--- config.mk ---
export PLATFORM = sky130hd
export DESIGN_NAME = if_id
export DESIGN_NICKNAME = d
export VERILOG_FILES = /design/src/rtl/if_id_pkg.sv /design/src/rtl/pipe_reg.sv /design/src/rtl/if_id.sv
export SDC_FILE = /design/constraint.sdc
export NUM_CORES = 1
export LEC_CHECK = 0
export CORE_ASPECT_RATIO = 1.5
export CORE_MARGIN = 1
export CORE_UTILIZATION = 39
export DETAILED_ROUTE_END_ITERATION = 6
export PLACE_DENSITY = 0.9
export SETUP_SLACK_MARGIN = 0.3
export SLEW_MARGIN = 30
export SYNTH_ARGS = -nofsm -noshare
export SYNTH_HDL_FRONTEND = slang
export SYNTH_SLANG_ARGS = --single-unit
--- constraint.sdc ---
create_clock -name clk -period 0.9 [get_ports clk]
set_clock_uncertainty 0.1 [all_clocks]
set_input_delay 0.18 -clock clk [delete_from_list [all_inputs] [get_ports clk]]
set_output_delay 0.18 -clock clk [all_outputs]
set_load 0.1 [all_outputs]
--- src/rtl/if_id_pkg.sv ---
// +----------------------------------------------------------------------------+
// | Module      : if_id_pkg                                                    |
// | Description : Shared datapath defaults for the pipeline registers.         |
// | Revision    : 1.0 - initial release                                        |
// +----------------------------------------------------------------------------+
`default_nettype none

package if_id_pkg;

  localparam int unsigned        C_DATA_W   = 16;
  localparam logic [C_DATA_W-1:0] C_NOP_INST = 16'h0000;

endpackage : if_id_pkg

`default_nettype wire

--- src/rtl/pipe_reg.sv ---
// +----------------------------------------------------------------------------+
// | Module      : pipe_reg                                                     |
// | Description : Pipeline register, async active-low reset, sync clear, en.   |
// | Revision    : 1.0 - initial release                                        |
// +----------------------------------------------------------------------------+
`default_nettype none

module pipe_reg #(
  parameter int unsigned      WIDTH   = 16,
  parameter logic [WIDTH-1:0] RST_VAL = '0,
  parameter logic [WIDTH-1:0] CLR_VAL = '0
) (
  input  logic             clk,
  input  logic             rst_n,
  input  logic             i_clr,
  input  logic             i_en,
  input  logic [WIDTH-1:0] i_d,
  output logic [WIDTH-1:0] o_q
);

  logic [WIDTH-1:0] r_q;

  // Clear outranks enable so a squash wins over a stall.
  always_ff @(posedge clk or negedge rst_n) begin
    if (!rst_n) begin
      r_q <= RST_VAL;
    end else if (i_clr) begin
      r_q <= CLR_VAL;
    end else if (i_en) begin
      r_q <= i_d;
    end
  end

  assign o_q = r_q;

endmodule : pipe_reg

`default_nettype wire

--- src/rtl/if_id.sv ---
// +----------------------------------------------------------------------------+
// | Module      : if_id                                                        |
// | Description : IF/ID pipeline register with flush and stall.               |
// | Revision    : 1.0 - initial release                                        |
// +----------------------------------------------------------------------------+
`default_nettype none

module if_id
  import if_id_pkg::*;
#(
  parameter int unsigned       DATA_W   = C_DATA_W,
  parameter logic [DATA_W-1:0] NOP_INST = DATA_W'(C_NOP_INST)
) (
  input  logic              clk,
  input  logic              reset,
  input  logic              flush,
  input  logic              IFIDWrite,
  input  logic [DATA_W-1:0] inst,
  input  logic [DATA_W-1:0] PC_Plus2,
  output logic [DATA_W-1:0] instReg,
  output logic [DATA_W-1:0] PC_Plus2Reg
);

  // Both fields share clear and enable so they always move together.
  pipe_reg #(
    .WIDTH   (DATA_W),
    .RST_VAL (NOP_INST),
    .CLR_VAL (NOP_INST)
  ) u_inst_reg (
    .clk   (clk),
    .rst_n (reset),
    .i_clr (flush),
    .i_en  (IFIDWrite),
    .i_d   (inst),
    .o_q   (instReg)
  );

  pipe_reg #(
    .WIDTH   (DATA_W),
    .RST_VAL ('0),
    .CLR_VAL ('0)
  ) u_pc_reg (
    .clk   (clk),
    .rst_n (reset),
    .i_clr (flush),
    .i_en  (IFIDWrite),
    .i_d   (PC_Plus2),
    .o_q   (PC_Plus2Reg)
  );

endmodule : if_id

`default_nettype wire

## Word-level counts from Yosys, hierarchy flattened

Cells that the tools add are included.

| cells by class | value |
|---|---|
| muxes and demuxes | 4 |
| multipliers | 0 |
| reduce and logical (&&, ||, !) cells | 1 |
| bitwise logic cells | 0 |
| shift-type cells | 0 |
| add/sub/neg operators | 0 |
| div/mod/pow operators | 0 |
| equality and inequality tests | 0 |
| $lt $le $gt $ge | 0 |

Operators with widths:

| cell | number |
|---|---|
| 2-to-1 mux 16 bit | 4 |
| nonzero test 2 bit | 1 |

| storage, ports and cells | value |
|---|---|
| output and inout port bits | 32 |
| logic and storage cells | 7 |
| input bits | 36 |
| bits in registers | 32 |
| RAM bits | 0 |
| bits in read-only memories | 0 |
| latch bits | 0 |
| memories | 0 |

## Logic depth before layout (Yosys ltp)

Gate-level depths: netlist of run 1.

| depth | value |
|---|---|
| depth after elaboration | 2 |
| mapped depth | 4 |
| mapped depth without buffers | 2 |

## By module

A second synthesis of run 1 with hierarchy kept.

| second synthesis, totals | value |
|---|---|
| cell total of the unflattened synthesis | 104 |
| area total of the unflattened synthesis | 1321.3 sq um |

Modules (own cells, without submodules):

| module | instances | area an instance (sq um) | cells each | seq. area each (sq um) |
|---|---|---|---|---|
| pipe_reg | 2 | 660.6 | 52 | 400.4 |

## Worst setup path before layout of run 1

OpenSTA, ideal clock, no wires.

| timing path | value |
|---|---|
| path kind | register to register |
| start point | register u_inst_reg.o_q[0] (netlist name) |
| end point | register u_inst_reg.r_q[0], in the netlist u_inst_reg.o_q[0] |
| buffers on the path | 0 |
| path slack | -0.421 ns |
| required time | 0.726 ns |
| library setup time | 0.074 ns |
| data arrival time | 1.147 ns |
| clock period less this slack | 1.321 ns |
| cell stages (with the launch flop) | 3 |
| cell sequence | dfrtp_1 mux2i_1 nor2_1 |

RTL lines:

| element | line | source |
|---|---|---|
| to (signal assigned) | pipe_reg.sv:30 | `r_q <= i_d;` |
| to (decl) | pipe_reg.sv:21 | `logic [WIDTH-1:0] r_q;` |

## Final worst setup path of run 1

| timing path | value |
|---|---|
| start point | register u_inst_reg.r_q[4], in the netlist u_inst_reg.o_q[4] |
| end point | output instReg[4] |

RTL lines:

| element | line | source |
|---|---|---|
| to (decl) | if_id.sv:20 | `output logic [DATA_W-1:0] instReg,` |

No word-level cell between the ends.

==> results.cfg, run 1 <==
[setup_path]
path_delay_family = flip-flops
worst-r2r-setup-slack_ns = -0.23
max_stage_delay_ns = 0.50
regToRegEndpoint = u_inst_reg.o_q[13]
worstSetupEndpointType = output port
critPathLaunchType = flop
crit_type = flop to output port
r2r_start = u_inst_reg.o_q[13]
crit_fanout = 2
r2r_cells = 3
path_depth = 1
worst_ep_arrival_time_ns = 0.97
slowest_stage = dfrtp_4
crit_buf_inv = 1
crit_chain = buf_12
cp.required_ns = 0.62

[global_route]
grt_pass1_vias = 1210
grt_use_met3 = 0.0518
grt.busiest_layer = met2
gr-usage-all-layers = 0.265
grt_first_pass_wirelength_um = 6650
overflow = 0
use_met2 = 0.503
grt_max_degree = 33
antenna_found_initial = 0
use_met1 = 0.264

[cells_and_area]
final_common_cell = buf_12
drive_gt1_frac = 0.497
stdcell_area_sq_mm = 0.00271
diodes = 0
multiInputGateArea_sq_um = 492
regArea_sq_um = 921
finalNetCount = 217
final_cell_mix = buf_12, clkdlybuf4s50_1, dfrtp_4, nor2_1, mux2i_1
fill_cells = 158
area_growth_pct = 105
final_util = 0.849

[cts]
clk_pin_slew_ns = 0.06
clockRootBuffer = clkbuf_8
cts_made_buffers = 5
cts_max_path_buffers = 2
cts_tree = built
cts.hold.buffers_added = 0
insertion_delay_ns = 0.29
htreeDepth = 2
numClockSinks = 32

[timing]
hold_viol = 0
grt_setup_unrepaired = true
fin_ws_ns = -0.352
finalCriticalPeriod_ns = 1.25
finalMaxSlewViolations = 0
relSlewSlack = 0.833
setup_viol = 58
worstMarginPinSlew_ns = 0.244
period_share = 1.39
timing.fmax_mhz = 799

[yosys]
synthTopCellsByArea = dfrtp_1, mux2i_1, nor2_1, buf_12, buf_6
synth_cells = 103
ys_types = 6
mappedNetlistArea_sq_mm = 0.00132
yosysTopAreaCell = dfrtp_1
ys_seq_area_frac = 0.605
synth_compound_area_frac = 0
synthAdderAreaFrac = 0
synthMuxAreaShare = 0.242
synth-simple-area-share = 0.0907
avgSynthCellArea_sq_um = 12.9
ys_seq_elements = 32
synth_top_area_frac = 0.605
syn_nets = 139
synth_xor_area_frac = 0
synth_top_family_by_area = multiplexers
yosysWarnings = 0

[die]
start_util = 0.415
ios = 68
dieHeight_um = 73.4
fp.dieW_um = 49.6
rows = 25
core_sq_mm = 0.00319
dieArea_sq_mm = 0.00364

[place]
post-dp-hpwl_um = 2850
gp_congestion = 0.707
place_area_sq_mm = 0.00246
portBuffers = 67
preCtsSetupSlack_ns = -0.299

[drt]
first_pass_iters = 4
routedWlPerCell_um = 21.1
drt-total-wl_um = 4650
vias = 1135
vias_per_cell = 5.14
drt_iter0_drc = 40
ant_nets = 0
drc = 0

[outcome]
status = finished, violations left
violations = negative setup slack

[power]
ir_worst_vdd_uv = 1350
p_per_area_mw_per_mm2 = 1610
power_w = 0.00435
power.leakage_nw = 1.16

[job]
drv_cap = 0

[worst_hold_path]
hp-class = input pin to async pin
==> metrics by stage <==
step / hold slack [ns] / setup TNS, ns / cells
after global placement: 0.464 / -9.14 / 207
after CTS: 0.166 / -11.74 / 216
after global routing: 0.237 / -13.51 / 221
after floorplan: -0.216 / -4.39 / 103
after detailed placement: 0.478 / -9.66 / 207
final: 0.207 / -12.28 / 221
==> worst max-delay path by stage <==
stage | slack (ns) | startpoint | end
floorplan | -0.14 | u_inst_reg.o_q[0] | u_inst_reg.o_q[0]
global placement | -0.27 | flush | u_pc_reg.o_q[13]
detailed placement | -0.30 | flush | u_pc_reg.o_q[15]
CTS | -0.36 | u_inst_reg.o_q[13] | instReg[13]
global route | -0.36 | u_inst_reg.o_q[11] | instReg[11]
finish | -0.35 | u_inst_reg.o_q[4] | instReg[4]
==> state kept, by name (all words and copies together), names as in the netlist <==
name,count
u_pc_reg.o_q,16
u_inst_reg.o_q,16
==> cell families after synthesis <==
group / Yosys count
buf+inv: 7
flops: 32
mux: 32
simple gates: 32
==> report_power, final <==
group	leakage, nW	internal, W	switching [W]
clock network	0.0503	0.000680	0.000513
logic	0.737	0.000616	0.000864
registers	0.372	0.00157	0.000105
total	1.16	0.00287	0.00148
==> Yosys cell counts <==
cell type	number
dfrtp_1	32
mux2i_1	32
nor2_1	32
buf_12	3
clkbuf_1	3
buf_6	1
==> area by class of cell <==
type | count | area share
Sequential cell | 32 | 0.340
Clock buffer | 7 | 0.0356
Tap cell | 40 | 0.0185
Multi-Input combinational cell | 64 | 0.182
Timing Repair Buffer | 78 | 0.424
==> layer usage <==
metal | vias to the layer above | part of all wire | routed length, um
met1 | 564 | 0.34 | 1560
met4 | 0 | 0.024 | 113
met2 | 66 | 0.57 | 2670
li1 | 492 | - | -
met5 | - | 0 | 0
met3 | 13 | 0.066 | 307
==> repair_timing <==
item,in CTS,in global routing
pin swaps,1,4
setup buffers,1,5
setup endpoints to repair,64,64
endpoints found under the hold margin,0,0
gates resized for setup,6,10
gates cloned,1,0
(Power assumes the default switching activity.)
==> run 2, diff against run 1 <==
Settings changed: CORE_ASPECT_RATIO 1.5 to 1.4, CORE_MARGIN 1 to default, CORE_UTILIZATION 39 to 45, DONT_BUFFER_PORTS from default to 1, PLACE_DENSITY 0.9 to 0.71.
==> run 2 against run 1 <==
The run ends with negative hold slack, negative setup slack left. Worst setup slack got worse by 0.029 ns. Via count decreased by 22%. Worst hold slack got worse by 0.77 ns. Clock power decreased by 29%. Count of clock-buffer cells in the layout increased by 1. Sequential power about the same. Total power decreased by 17%. Routed wire length decreased by 37%. Critical path type unchanged. Critical endpoint is now instReg[6]. Largest cell class is now sequential cells. Largest power group unchanged. Highest routed layer unchanged.
==> results.cfg, run 2 (synthesized netlist as in run 1, its figures left out) <==
[timing]
whs_ns = -0.558
relSlewSlack = 0.879
period_share = 1.42
setup_viol = 44
finalMaxSlewViolations = 0
worstMarginPinSlew_ns = 0.176
finalCriticalPeriod_ns = 1.28
hold_viol = 64
timing.fmax_mhz = 781
grt_setup_unrepaired = true
fin_ws_ns = -0.381

[drt]
drt-total-wl_um = 2950
drt_iter0_drc = 17
ant_nets = 0
vias_per_cell = 5.07
vias = 883
routedWlPerCell_um = 17.0
first_pass_iters = 4
drc = 0

[outcome]
status = finished, violations left
violations = negative hold slack, negative setup slack

[cells_and_area]
area_growth_pct = 61.3
final_cell_mix = nor2_1, buf_12, dfrtp_4, mux2i_1, clkbuf_4
multiInputGateArea_sq_um = 448
finalNetCount = 173
regArea_sq_um = 921
final_cells = 174
drive_gt1_frac = 0.536
diodes = 0
fill_cells = 178

[setup_path]
r2r_cells = 4
path_depth = 1
max_stage_delay_ns = 0.51
crit_buf_inv = 1
crit_chain = buf_12
critPathLaunchType = flop
setup.worst_path.end = instReg[6]
cp.required_ns = 0.62
path_delay_family = flip-flops
regToRegEndpoint = u_inst_reg.o_q[4]
slowest_stage = dfrtp_4
crit_fanout = 2
worst-r2r-setup-slack_ns = -0.23
r2r_start = u_inst_reg.o_q[4]
crit_type = flop to output port
worst_ep_arrival_time_ns = 1.00
worstSetupEndpointType = output port
startpoint = u_inst_reg.o_q[6]

[power]
pwr-share-clk = 0.233
cellInternalPower_w = 0.00236
p_sw_w = 0.00125
ir_worst_vdd_uv = 1250
p_per_area_mw_per_mm2 = 1690
switching_share = 0.346
power.leakage_nw = 0.933
p_comb_frac = 0.307
power_frac_seq = 0.460

[global_route]
grt_pass1_vias = 899
antenna_found_initial = 0
grt_max_degree = 33
grt_first_pass_wirelength_um = 4340
gr-usage-all-layers = 0.203
overflow = 0

[place]
post-dp-hpwl_um = 2130
gp_congestion = 0.661
portBuffers = 0
dp.cells = 164

[die]
dieHeight_um = 66.2
dieArea_sq_mm = 0.00317
start_util = 0.491
rows = 22
fp.dieW_um = 47.8
core_sq_mm = 0.00270
ios = 68

[worst_hold_path]
hp-class = input pin to async pin

[cts]
htreeDepth = 2
clockRootBuffer = clkbuf_4
cts_max_path_buffers = 2
clk_pin_slew_ns = 0.10
cts_made_buffers = 5
numClockSinks = 32
cts_tree = built
insertion_delay_ns = 0.31

[job]
drv_cap = 0
run 2: power groups by stage:
stage                     Clock [W]  Combinational (W)  Sequential, W
after floorplan                   0           0.000198        0.00225
after global routing       0.000931            0.00114        0.00167
final                      0.000842            0.00111        0.00166
after global placement            0            0.00109        0.00168
after CTS                  0.000867            0.00111        0.00166
after detailed placement          0            0.00110        0.00169
run 2: how the worst min path moves through the flow:
stage	endpoint	slack, ns	cells after the start
2_1_floorplan	u_inst_reg.o_q[0]	-0.22	0
3_3_place_gp	u_inst_reg.o_q[2]	-0.21	0
3_5_place_dp	u_inst_reg.o_q[8]	-0.21	0
4_1_cts	u_inst_reg.o_q[9]	-0.58	0
5_1_grt	u_inst_reg.o_q[9]	-0.60	0
6_report	u_inst_reg.o_q[2]	-0.56	0
run 2: per-layer routing:
layer,wire length (um),global-route usage,up-vias
met1,1160,0.235,424
met3,233,0.0956,6
met5,0,0,-
met4,45,0.0729,0
li1,-,-,402
met2,1520,0.319,51
run 2: per-stage QoR:
| stage | utilization | setup slack [ns] | power (W) | area, sq um | setup TNS [ns] |
|---|---|---|---|---|---|
| floorplan | - | -0.138 | 0.00245 | 1440 | -4.39 |
| global placement | 0.759 | -0.0188 | 0.00277 | 2050 | -0.523 |
| detailed placement | 0.759 | -0.0308 | 0.00279 | 2050 | -0.781 |
| CTS | 0.785 | -0.401 | 0.00364 | 2120 | -12.83 |
| global route | 0.792 | -0.430 | 0.00374 | 2140 | -14.53 |
| finish | 0.792 | -0.381 | 0.00362 | 2140 | -12.40 |
run 2: area by class of cell:
type	instances	share of cell area
Sequential cell	32	0.431
Timing Repair Buffer	34	0.310
Clock buffer	8	0.0275
Multi-Input combinational cell	64	0.210
Tap cell	36	0.0211
run 2: what timing repair did:
| item | CTS | global route |
|---|---|---|
| setup endpoints to repair | 64 | 64 |
| pin swaps | 1 | 1 |
| gates resized for setup | 1 | 3 |
| hold endpoints to repair | 64 | 64 |
| buffers inserted | 1 | 1 |
==> run 3, diff against run 2 <==
Settings changed: TNS_END_PERCENT from default to 30.
==> run 3 against run 2 <==
The run still ends with negative hold slack, negative setup slack left. Flip-flop and latch count did not move. Sequential power barely moved. Non-clock buffer count rose by 2. Largest power group unchanged. Highest routed layer unchanged.
==> results.cfg, run 3 (synthesized netlist as in run 1, its figures left out) <==
[cells_and_area]
regArea_sq_um = 921
multiInputGateArea_sq_um = 452
final_cells = 176
drive_gt1_frac = 0.550
final_cell_mix = nor2_1, buf_12, dfrtp_4, mux2i_1, clkbuf_4
diodes = 0
finalNetCount = 175
fill_cells = 171
final_util = 0.796
area_growth_pct = 62.2
stdcell_area_sq_mm = 0.00215

[setup_path]
critPathLaunchType = flop
crit_buf_inv = 1
r2r_cells = 3
slowest_stage = dfrtp_4
cp.required_ns = 0.62
crit_chain = buf_12
r2r_start = u_inst_reg.o_q[5]
regToRegEndpoint = u_inst_reg.o_q[5]
worst_ep_arrival_time_ns = 1.01
max_stage_delay_ns = 0.50
worst-r2r-setup-slack_ns = -0.17
path_delay_family = flip-flops
crit_type = flop to output port
worstSetupEndpointType = output port
crit_fanout = 2

[outcome]
status = finished, violations left
violations = negative hold slack, negative setup slack

[die]
dieHeight_um = 66.2
fp.dieW_um = 47.8
ios = 68
start_util = 0.491
dieArea_sq_mm = 0.00317
core_sq_mm = 0.00270
rows = 22

[cts]
numClockSinks = 32
clk_pin_slew_ns = 0.10
insertion_delay_ns = 0.33
cts_made_buffers = 5
cts_tree = built
cts_max_path_buffers = 2
htreeDepth = 2
clockRootBuffer = clkbuf_4

[global_route]
gr-usage-all-layers = 0.213
antenna_found_initial = 0
grt_first_pass_wirelength_um = 4490
grt_max_degree = 33
overflow = 0
grt_pass1_vias = 929

[place]
place_area_sq_mm = 0.00205
gp_congestion = 0.617
dp.cells = 164
portBuffers = 0
post-dp-hpwl_um = 2240

[timing]
fin_ws_ns = -0.388
hold_viol = 64
timing.fmax_mhz = 776
relSlewSlack = 0.885
worstMarginPinSlew_ns = 0.167
setup_viol = 48
tns_ns = -12.85
grt_setup_unrepaired = true
finalCriticalPeriod_ns = 1.29
finalMaxSlewViolations = 0
whs_ns = -0.570
period_share = 1.43

[power]
ir_worst_vdd_uv = 1350
p_per_area_mw_per_mm2 = 1680
power.leakage_nw = 0.938
power_w = 0.00361

[drt]
vias_per_cell = 5.05
drt-total-wl_um = 2990
routedWlPerCell_um = 17.0
drt_iter0_drc = 26
drc = 0
first_pass_iters = 4
ant_nets = 0
vias = 889

[worst_hold_path]
hp-class = input pin to async pin

[job]
drv_cap = 0
run 3: changes by cell type in the layout (fill, tap and decap cells not counted):
cell / delta
buf_4: +4
buf_6: -2
mux2i_1: -1
mux2i_2: +1
run 3: worst max-delay path by stage:
stage | startpoint | depth (start not counted) | to
detailed placement | u_inst_reg.o_q[9] | 2 | u_inst_reg.o_q[9]
global route | u_inst_reg.o_q[12] | 1 | instReg[12]
CTS | u_inst_reg.o_q[2] | 1 | instReg[2]
global placement | u_pc_reg.o_q[11] | 1 | PC_Plus2Reg[11]
floorplan | u_inst_reg.o_q[0] | 2 | u_inst_reg.o_q[0]
finish | u_inst_reg.o_q[2] | 1 | instReg[2]
run 3: stage by stage:
step | hold WS, ns | worst slack [ns]
floorplan | -0.216 | -0.138
global route | -0.589 | -0.418
detailed placement | -0.215 | -0.0584
CTS | -0.579 | -0.400
global placement | -0.215 | -0.0194
finish | -0.570 | -0.388
run 3: power breakdown:
group	internal (W)	switching (W)
Sequential	0.00157	0.0000892
Combinational	0.000416	0.000705
Clock	0.000385	0.000451
Total	0.00237	0.00125
run 3: layout make-up:
cell class                      count  share of cell area
Clock buffer                        8              0.0274
Tap cell                           36              0.0210
Timing Repair Buffer               36               0.312
Sequential cell                    32               0.429
Multi-Input combinational cell     64               0.210
run 3: per-layer routing:
layer,GRT usage,wire (um),up-vias
li1,-,-,407
met1,0.233,1100,427
met2,0.350,1590,50
met3,0.0874,249,5
met4,0.0833,54,0
met5,0,0,-
run 3: what timing repair did:
action / in CTS / in global routing
gates cloned: 0 / 0
hold endpoints to repair: 64 / 64
gates resized for setup: 0 / 3
setup endpoints to repair: 64 / 64
buffers inserted: 3 / 1
pin swaps: 8 / 11
